### src/rtl/regfile_dump_reader_if.sv
// Bundle of the dump engine's control, register-file read port and output stream.
// The slave modport is the dump engine; the master modport is the surrounding system.
interface regfile_dump_reader_if #(
  parameter int ADDR_W = 5,
  parameter int DATA_W = 32
);
  logic              start;
  logic              busy;
  logic              done;
  logic [ADDR_W-1:0] rd_addr;
  logic [DATA_W-1:0] rd_data;
  logic              out_valid;
  logic              out_ready;
  logic [ADDR_W-1:0] out_addr;
  logic [DATA_W-1:0] out_data;
  logic              out_last;

  modport slave (
    input  start, rd_data, out_ready,
    output busy, done, rd_addr, out_valid, out_addr, out_data, out_last
  );

  modport master (
    output start, rd_data, out_ready,
    input  busy, done, rd_addr, out_valid, out_addr, out_data, out_last
  );
endinterface

### src/rtl/regfile_dump_reader.sv
// Walks the register file one index at a time and streams (address, data) beats.
// Optional REGFILE_DUMP_CHECKSUM_EN appends an XOR checksum beat after the last register.
module regfile_dump_reader #(
  parameter int ADDR_W   = 5,
  parameter int DATA_W   = 32,
  parameter int NUM_REGS = 32
) (
  input logic                 clk,
  input logic                 rst_n,
  regfile_dump_reader_if.slave bus
);

  localparam logic [ADDR_W-1:0] LAST_IDX = ADDR_W'(NUM_REGS - 1);

`ifdef REGFILE_DUMP_CHECKSUM_EN
  typedef enum logic [2:0] {S_IDLE, S_READ, S_SEND, S_CSUM, S_DONE} state_e;
`else
  typedef enum logic [2:0] {S_IDLE, S_READ, S_SEND, S_DONE} state_e;
`endif

  state_e            state_q, state_d;
  logic [ADDR_W-1:0] idx_q, idx_d;
  logic [ADDR_W-1:0] out_addr_q, out_addr_d;
  logic [DATA_W-1:0] out_data_q, out_data_d;
  logic              out_valid_q, out_valid_d;
  logic              out_last_q, out_last_d;
  logic [ADDR_W-1:0] rd_addr_c;
  logic              busy_c;
  logic              done_c;
  logic              handshake;
`ifdef REGFILE_DUMP_CHECKSUM_EN
  logic [DATA_W-1:0] csum_q, csum_d;
`endif

  assign handshake = out_valid_q && bus.out_ready;

  always_ff @(posedge clk or negedge rst_n) begin
    if (!rst_n) begin
      state_q     <= S_IDLE;
      idx_q       <= '0;
      out_addr_q  <= '0;
      out_data_q  <= '0;
      out_valid_q <= 1'b0;
      out_last_q  <= 1'b0;
`ifdef REGFILE_DUMP_CHECKSUM_EN
      csum_q      <= '0;
`endif
    end else begin
      state_q     <= state_d;
      idx_q       <= idx_d;
      out_addr_q  <= out_addr_d;
      out_data_q  <= out_data_d;
      out_valid_q <= out_valid_d;
      out_last_q  <= out_last_d;
`ifdef REGFILE_DUMP_CHECKSUM_EN
      csum_q      <= csum_d;
`endif
    end
  end

  // Beat fields are captured only in READ, so later register writes cannot disturb a pending beat
  always_comb begin
    state_d     = state_q;
    idx_d       = idx_q;
    out_addr_d  = out_addr_q;
    out_data_d  = out_data_q;
    out_valid_d = out_valid_q;
    out_last_d  = out_last_q;
    rd_addr_c   = '0;
    busy_c      = (state_q != S_IDLE);
    done_c      = 1'b0;
`ifdef REGFILE_DUMP_CHECKSUM_EN
    csum_d      = csum_q;
`endif

    case (state_q)
      S_IDLE: begin
        if (bus.start) begin
          idx_d   = '0;
          state_d = S_READ;
`ifdef REGFILE_DUMP_CHECKSUM_EN
          csum_d  = '0;
`endif
        end
      end

      S_READ: begin
        rd_addr_c   = idx_q;
        out_data_d  = bus.rd_data;
        out_addr_d  = idx_q;
        out_valid_d = 1'b1;
`ifdef REGFILE_DUMP_CHECKSUM_EN
        out_last_d  = 1'b0;
        csum_d      = csum_q ^ bus.rd_data;
`else
        out_last_d  = (idx_q == LAST_IDX);
`endif
        state_d     = S_SEND;
      end

      S_SEND: begin
        rd_addr_c = idx_q;
        if (handshake) begin
          out_valid_d = 1'b0;
          if (idx_q == LAST_IDX) begin
            out_last_d = 1'b0;
`ifdef REGFILE_DUMP_CHECKSUM_EN
            out_valid_d = 1'b1;
            out_addr_d  = '0;
            out_data_d  = csum_q;
            out_last_d  = 1'b1;
            state_d     = S_CSUM;
`else
            state_d     = S_DONE;
`endif
          end else begin
            idx_d   = idx_q + ADDR_W'(1);
            state_d = S_READ;
          end
        end
      end

`ifdef REGFILE_DUMP_CHECKSUM_EN
      S_CSUM: begin
        if (handshake) begin
          out_valid_d = 1'b0;
          out_last_d  = 1'b0;
          state_d     = S_DONE;
        end
      end
`endif

      S_DONE: begin
        done_c  = 1'b1;
        state_d = S_IDLE;
      end

      default: state_d = S_IDLE;
    endcase
  end

  assign bus.rd_addr   = rd_addr_c;
  assign bus.busy      = busy_c;
  assign bus.done      = done_c;
  assign bus.out_valid = out_valid_q;
  assign bus.out_addr  = out_addr_q;
  assign bus.out_data  = out_data_q;
  assign bus.out_last  = out_last_q;

endmodule

### src/flat_wrapper.sv
// flat-port wrapper written by rule: the top's interface ports become plain ports
module regfile_dump_reader_flat 
#(
  parameter int ADDR_W   = 5,
  parameter int DATA_W   = 32,
  parameter int NUM_REGS = 32
)
  (clk, rst_n, bus_start, bus_rd_data, bus_out_ready, bus_busy, bus_done, bus_rd_addr, bus_out_valid, bus_out_addr, bus_out_data, bus_out_last);
  regfile_dump_reader_if #(.ADDR_W(ADDR_W), .DATA_W(DATA_W)) bus_i ();
  input logic clk;
  input logic rst_n;
  input wire logic [$bits(bus_i.start)-1:0] bus_start;
  input wire logic [$bits(bus_i.rd_data)-1:0] bus_rd_data;
  input wire logic [$bits(bus_i.out_ready)-1:0] bus_out_ready;
  output wire logic [$bits(bus_i.busy)-1:0] bus_busy;
  output wire logic [$bits(bus_i.done)-1:0] bus_done;
  output wire logic [$bits(bus_i.rd_addr)-1:0] bus_rd_addr;
  output wire logic [$bits(bus_i.out_valid)-1:0] bus_out_valid;
  output wire logic [$bits(bus_i.out_addr)-1:0] bus_out_addr;
  output wire logic [$bits(bus_i.out_data)-1:0] bus_out_data;
  output wire logic [$bits(bus_i.out_last)-1:0] bus_out_last;
  assign bus_i.start = bus_start;
  assign bus_i.rd_data = bus_rd_data;
  assign bus_i.out_ready = bus_out_ready;
  assign bus_busy = bus_i.busy;
  assign bus_done = bus_i.done;
  assign bus_rd_addr = bus_i.rd_addr;
  assign bus_out_valid = bus_i.out_valid;
  assign bus_out_addr = bus_i.out_addr;
  assign bus_out_data = bus_i.out_data;
  assign bus_out_last = bus_i.out_last;
  regfile_dump_reader #(.ADDR_W(ADDR_W), .DATA_W(DATA_W), .NUM_REGS(NUM_REGS)) u_core (.clk(clk), .rst_n(rst_n), .bus(bus_i));
endmodule
### config.mk
export PLATFORM = sky130hd
export DESIGN_NAME = regfile_dump_reader_flat
export DESIGN_NICKNAME = d
export VERILOG_FILES = /design/src/rtl/regfile_dump_reader_if.sv /design/src/rtl/regfile_dump_reader.sv /design/src/flat_wrapper.sv
export SDC_FILE = /design/constraint.sdc
export NUM_CORES = 1
export LEC_CHECK = 0
export CORE_UTILIZATION = 35
export CTS_BUF_LIST = sky130_fd_sc_hd__clkbuf_8
export CTS_CLUSTER_SIZE = 40
export DETAILED_ROUTE_END_ITERATION = 8
export PLACE_DENSITY = 0.74
export SKIP_LAST_GASP = 1
export SLEW_MARGIN = 20
export SYNTH_ARGS = -nofsm -noshare
export SYNTH_HDL_FRONTEND = slang
export SYNTH_SLANG_ARGS = --single-unit
### constraint.sdc
create_clock -name clk -period 1.7 [get_ports clk]
set_input_delay 0.34 -clock clk [delete_from_list [all_inputs] [get_ports clk]]
set_output_delay 0.34 -clock clk [all_outputs]
set_load 0.02 [all_outputs]
==> PnR_summary.wiki <==
{| class="wikitable"
! Metric !! Value
|-
| Root buffer cell || clkbuf_8
|-
| Share of the cycle needed by the critical path after routing || 102%
|-
| Height of the die || between 70 and 80 um
|-
| Area added between synthesis and finish || 59.4%
|-
| RD Place Congestion || approximately 0.8
|-
| Sequential cell area fraction in the yosys report || just under 60%
|-
| Count of state elements after synthesis || 46
|-
| CP required || between 1.5 and 2 ns
|-
| Number of iterations in the first detailed-routing pass || 4
|-
| Synthesized instance count || 144
|-
| Main synth FF type || dfrtp_1
|-
| R2R setup slack || -0.04 ns
|-
| Cell types occupying the most area after synthesis || dfrtp_1, mux2_2, ha_1
|-
| Max-Slew Margin vs Limit || 69.4%
|-
| Sequential cell area in the final layout || 0.00115 sq mm
|-
| Biggest fanout along the worst timing path || 3
|-
| Quantity of I/O buffers inserted on ports || 81
|-
| Number of cells on the worst hold path || 1
|-
| Clock network latency to the later pin of the worst-skew pair || ~0.30 ns
|-
| Final max-slew violation count || 0
|-
| Clk buf depth || 2
|-
| Synthesis warning total || 0
|-
| Area share of the leading cell type in the synthesized netlist || roughly 58%
|-
| Post-route cell area || approximately 0.0032 sq mm
|-
| Vias in the first global route || about 1600
|-
| Routed len/inst || 13.0 um
|-
| GRT Total Usage || ~15%
|-
| Top-Level Pins || 82
|-
| Violations in the final reports || setup timing
|-
| Area of placed instances || between 0.003 and 0.004 sq mm
|-
| Filler instances || between 400 and 500
|-
| Most used standard cell by instance count after synthesis || dfrtp_1
|-
| Actual slew at the worst max-slew pin || between 0.4 and 0.5 ns
|-
| Pwr/cell area || 1850 mW/mm^2
|-
| Initial standard-cell utilization of the core || 36.3%
|-
| HPWL Detailed || roughly 3.0 mm
|-
| Antenna fix cells || 0
|-
| Largest net degree at the start of global routing || 28
|-
| Ratio of routed vias to standard cells || ~4.7
|-
| Number of enable flip-flop cells after synthesis || 0
|-
| Maximum frequency from static timing analysis || around 570 MHz
|-
| Type of element capturing the critical path || register
|-
| Maximum VDD drop || ~0.8 mV
|-
| H-Tree Depth || 2
|-
| Asr flop ratio synth || between 90% and 100%
|-
| Fraction of final layout cells with drive strength greater than 1 || between 30% and 40%
|-
| Initial antenna violation count || 0
|-
| Kind of critical path || reg2reg
|-
| Leakage dissipation || about 1.4 nW
|-
| Horiz. Die Dim || between 70 and 80 um
|-
| Final number of setup-violating endpoints || 1
|-
| Worst R2R End || u_core.idx_q[2]
|-
| Net Count, Synth || 187
|-
| Power consumption || between 5 and 6 mW
|-
| Clock tree sinks || 46
|-
| Biggest area consumer among synthesized cells || dfrtp_1
|-
| Unrepaired setup endpoints after global routing || yes
|-
| Count of endpoints failing hold in the final timing report || 0
|-
| Max_cap viols || 0
|-
| Terminating pin of the worst hold path || u_core.bus.out_data[0]
|-
| Yosys cell types || 25
|-
| Worst min-delay path startpoint || u_core.bus.out_data[0]
|-
| FF-to-FF Start || u_core.idx_q[1]
|-
| CTS tree || built
|-
| Routed Antenna Nets || 0
|-
| Cell types with the highest counts after synthesis || dfrtp_1, mux2_2, nand2_1, ha_1
|-
| Post-Syn Area || between 0.0015 and 0.002 sq mm
|-
| Run status || complete, but fails checks
|-
| Minimum clock period after layout || approximately 1.7 ns
|-
| CP arrival || 1.97 ns
|-
| Area of the multi-input gates || between 800 and 900 sq um
|-
| Final setup margin || -0.0399 ns
|-
| Final nets || just under 300
|-
| Post-Synthesis Mean Instance Area || approximately 14 sq um
|-
| Global route total overflow || 0
|-
| Clock-pin slew reported for the worst setup and hold paths after clock tree synthesis || approximately 0.08 ns
|-
| Remaining DRCs || 0
|-
| Final worst clock skew || roughly 0.0074 ns
|-
| Area of the die || approximately 0.0060 sq mm
|-
| Row count || 27
|-
| Count of cells along the worst register-to-register path || 6
|-
| Via count || around 1500
|-
| Core region area || roughly 0.0055 sq mm
|-
| Type of the worst min-delay path || reg2reg
|-
| Critical path startpoint category || register
|-
| Number of buffers added by the clock tree synthesis step || 5
|-
| Wire length of the first global-routing pass || between 7 and 8 mm
|-
| Drt initial violations || 39
|-
| Routed wire length || roughly 4.2 mm
|}
critical path, stage by stage, from the launching register on:
cell	delay, ns
dfrtp_1	0.39
ha_2	0.19
and3_4	0.15
ha_4	0.15
nand4b_1	0.21
or4b_1	0.51
nand3_1	0.08
kinds of logic after synthesis:
family / after synthesis / synth area share (%)
flops: 46 / 57.9
mux: 43 / 24.1
simple gates: 30 / 8.56
buf+inv: 11 / 2.33
compound gates: 7 / 2.64
fa+ha+maj: 7 / 4.41
flip-flops by register name, indices dropped and copies added, names as in the netlist:
register              count
u_core.idx_q              5
u_core.state_q            2
u_core.bus.out_valid      1
u_core.bus.out_data      32
u_core.bus.out_addr       5
u_core.bus.out_last       1
layout by cell type (no fill, tap or decap), types with 2 or more instances in the layout:
cell type	count
and2_1	3
buf_2	2
nand3_1	4
clkdlybuf4s50_1	72
nand2_1	9
buf_12	3
inv_1	4
dfrtp_1	46
ha_4	2
ha_2	3
nor2_1	5
clkbuf_2	3
clkbuf_8	6
buf_4	17
ha_1	2
inv_2	3
dlygate4sd2_1	2
mux2i_1	4
mux2_2	38
nor2b_1	2
layer usage:
layer	GRT usage [%]	vias up	routed length (um)	share of wire (%)
met4	5.09	0	51	1.2
met5	0	-	0	0
met1	18.1	731	1730	42
met2	25.3	57	2020	49
met3	5.65	6	361	8.7
li1	-	710	-	-
how the worst max path moves through the flow:
stage,start,to,cells after the start
floorplan,u_core.idx_q[0],u_core.idx_q[0],6
global placement,u_core.state_q[0],bus_rd_addr[1],5
detailed placement,u_core.state_q[0],bus_rd_addr[4],5
CTS,u_core.state_q[0],bus_rd_addr[3],4
global route,u_core.idx_q[1],u_core.idx_q[2],6
finish,u_core.idx_q[1],u_core.idx_q[2],6
cell type report:
| class | instances | area share, % |
|---|---|---|
| sequential | 46 | 36.3 |
| clock buffer | 6 | 2.61 |
| timing repair buffer | 101 | 30.7 |
| multi-input combinational | 87 | 26.6 |
| clock inverter | 2 | 0.277 |
| tap | 72 | 2.84 |
| inverter | 6 | 0.711 |
metrics by stage:
stage,util [%],instances,setup slack (ns),hold slack [ns],TNS [ns]
6_report,57.9,320,-0.0399,0.509,-0.0399
5_1_grt,57.9,320,-0.0928,0.528,-0.141
4_1_cts,58.1,321,-0.128,0.513,-0.527
3_5_place_dp,55.4,308,-0.208,0.316,-0.809
3_3_place_gp,55.4,308,-0.145,0.318,-0.593
2_1_floorplan,-,144,-0.00299,0.0444,-0.00299
what timing repair did:
| item | CTS | global route |
|---|---|---|
| buffers inserted | 4 | 0 |
| hold buffers | 1 | 0 |
| pin swaps | 3 | 7 |
| hold endpoints to repair | 19 | 0 |
| resized for setup | 17 | 14 |
| endpoints found under the setup margin | 9 | 10 |
power breakdown:
| group | switching, mW | total, mW | internal (mW) |
|---|---|---|---|
| clock | 0.352 | 0.675 | 0.322 |
| combinational | 1.50 | 3.32 | 1.82 |
| sequential | 0.265 | 1.85 | 1.59 |
| total | 2.11 | 5.85 | 3.73 |
Power figures use the tool's default switching activity.
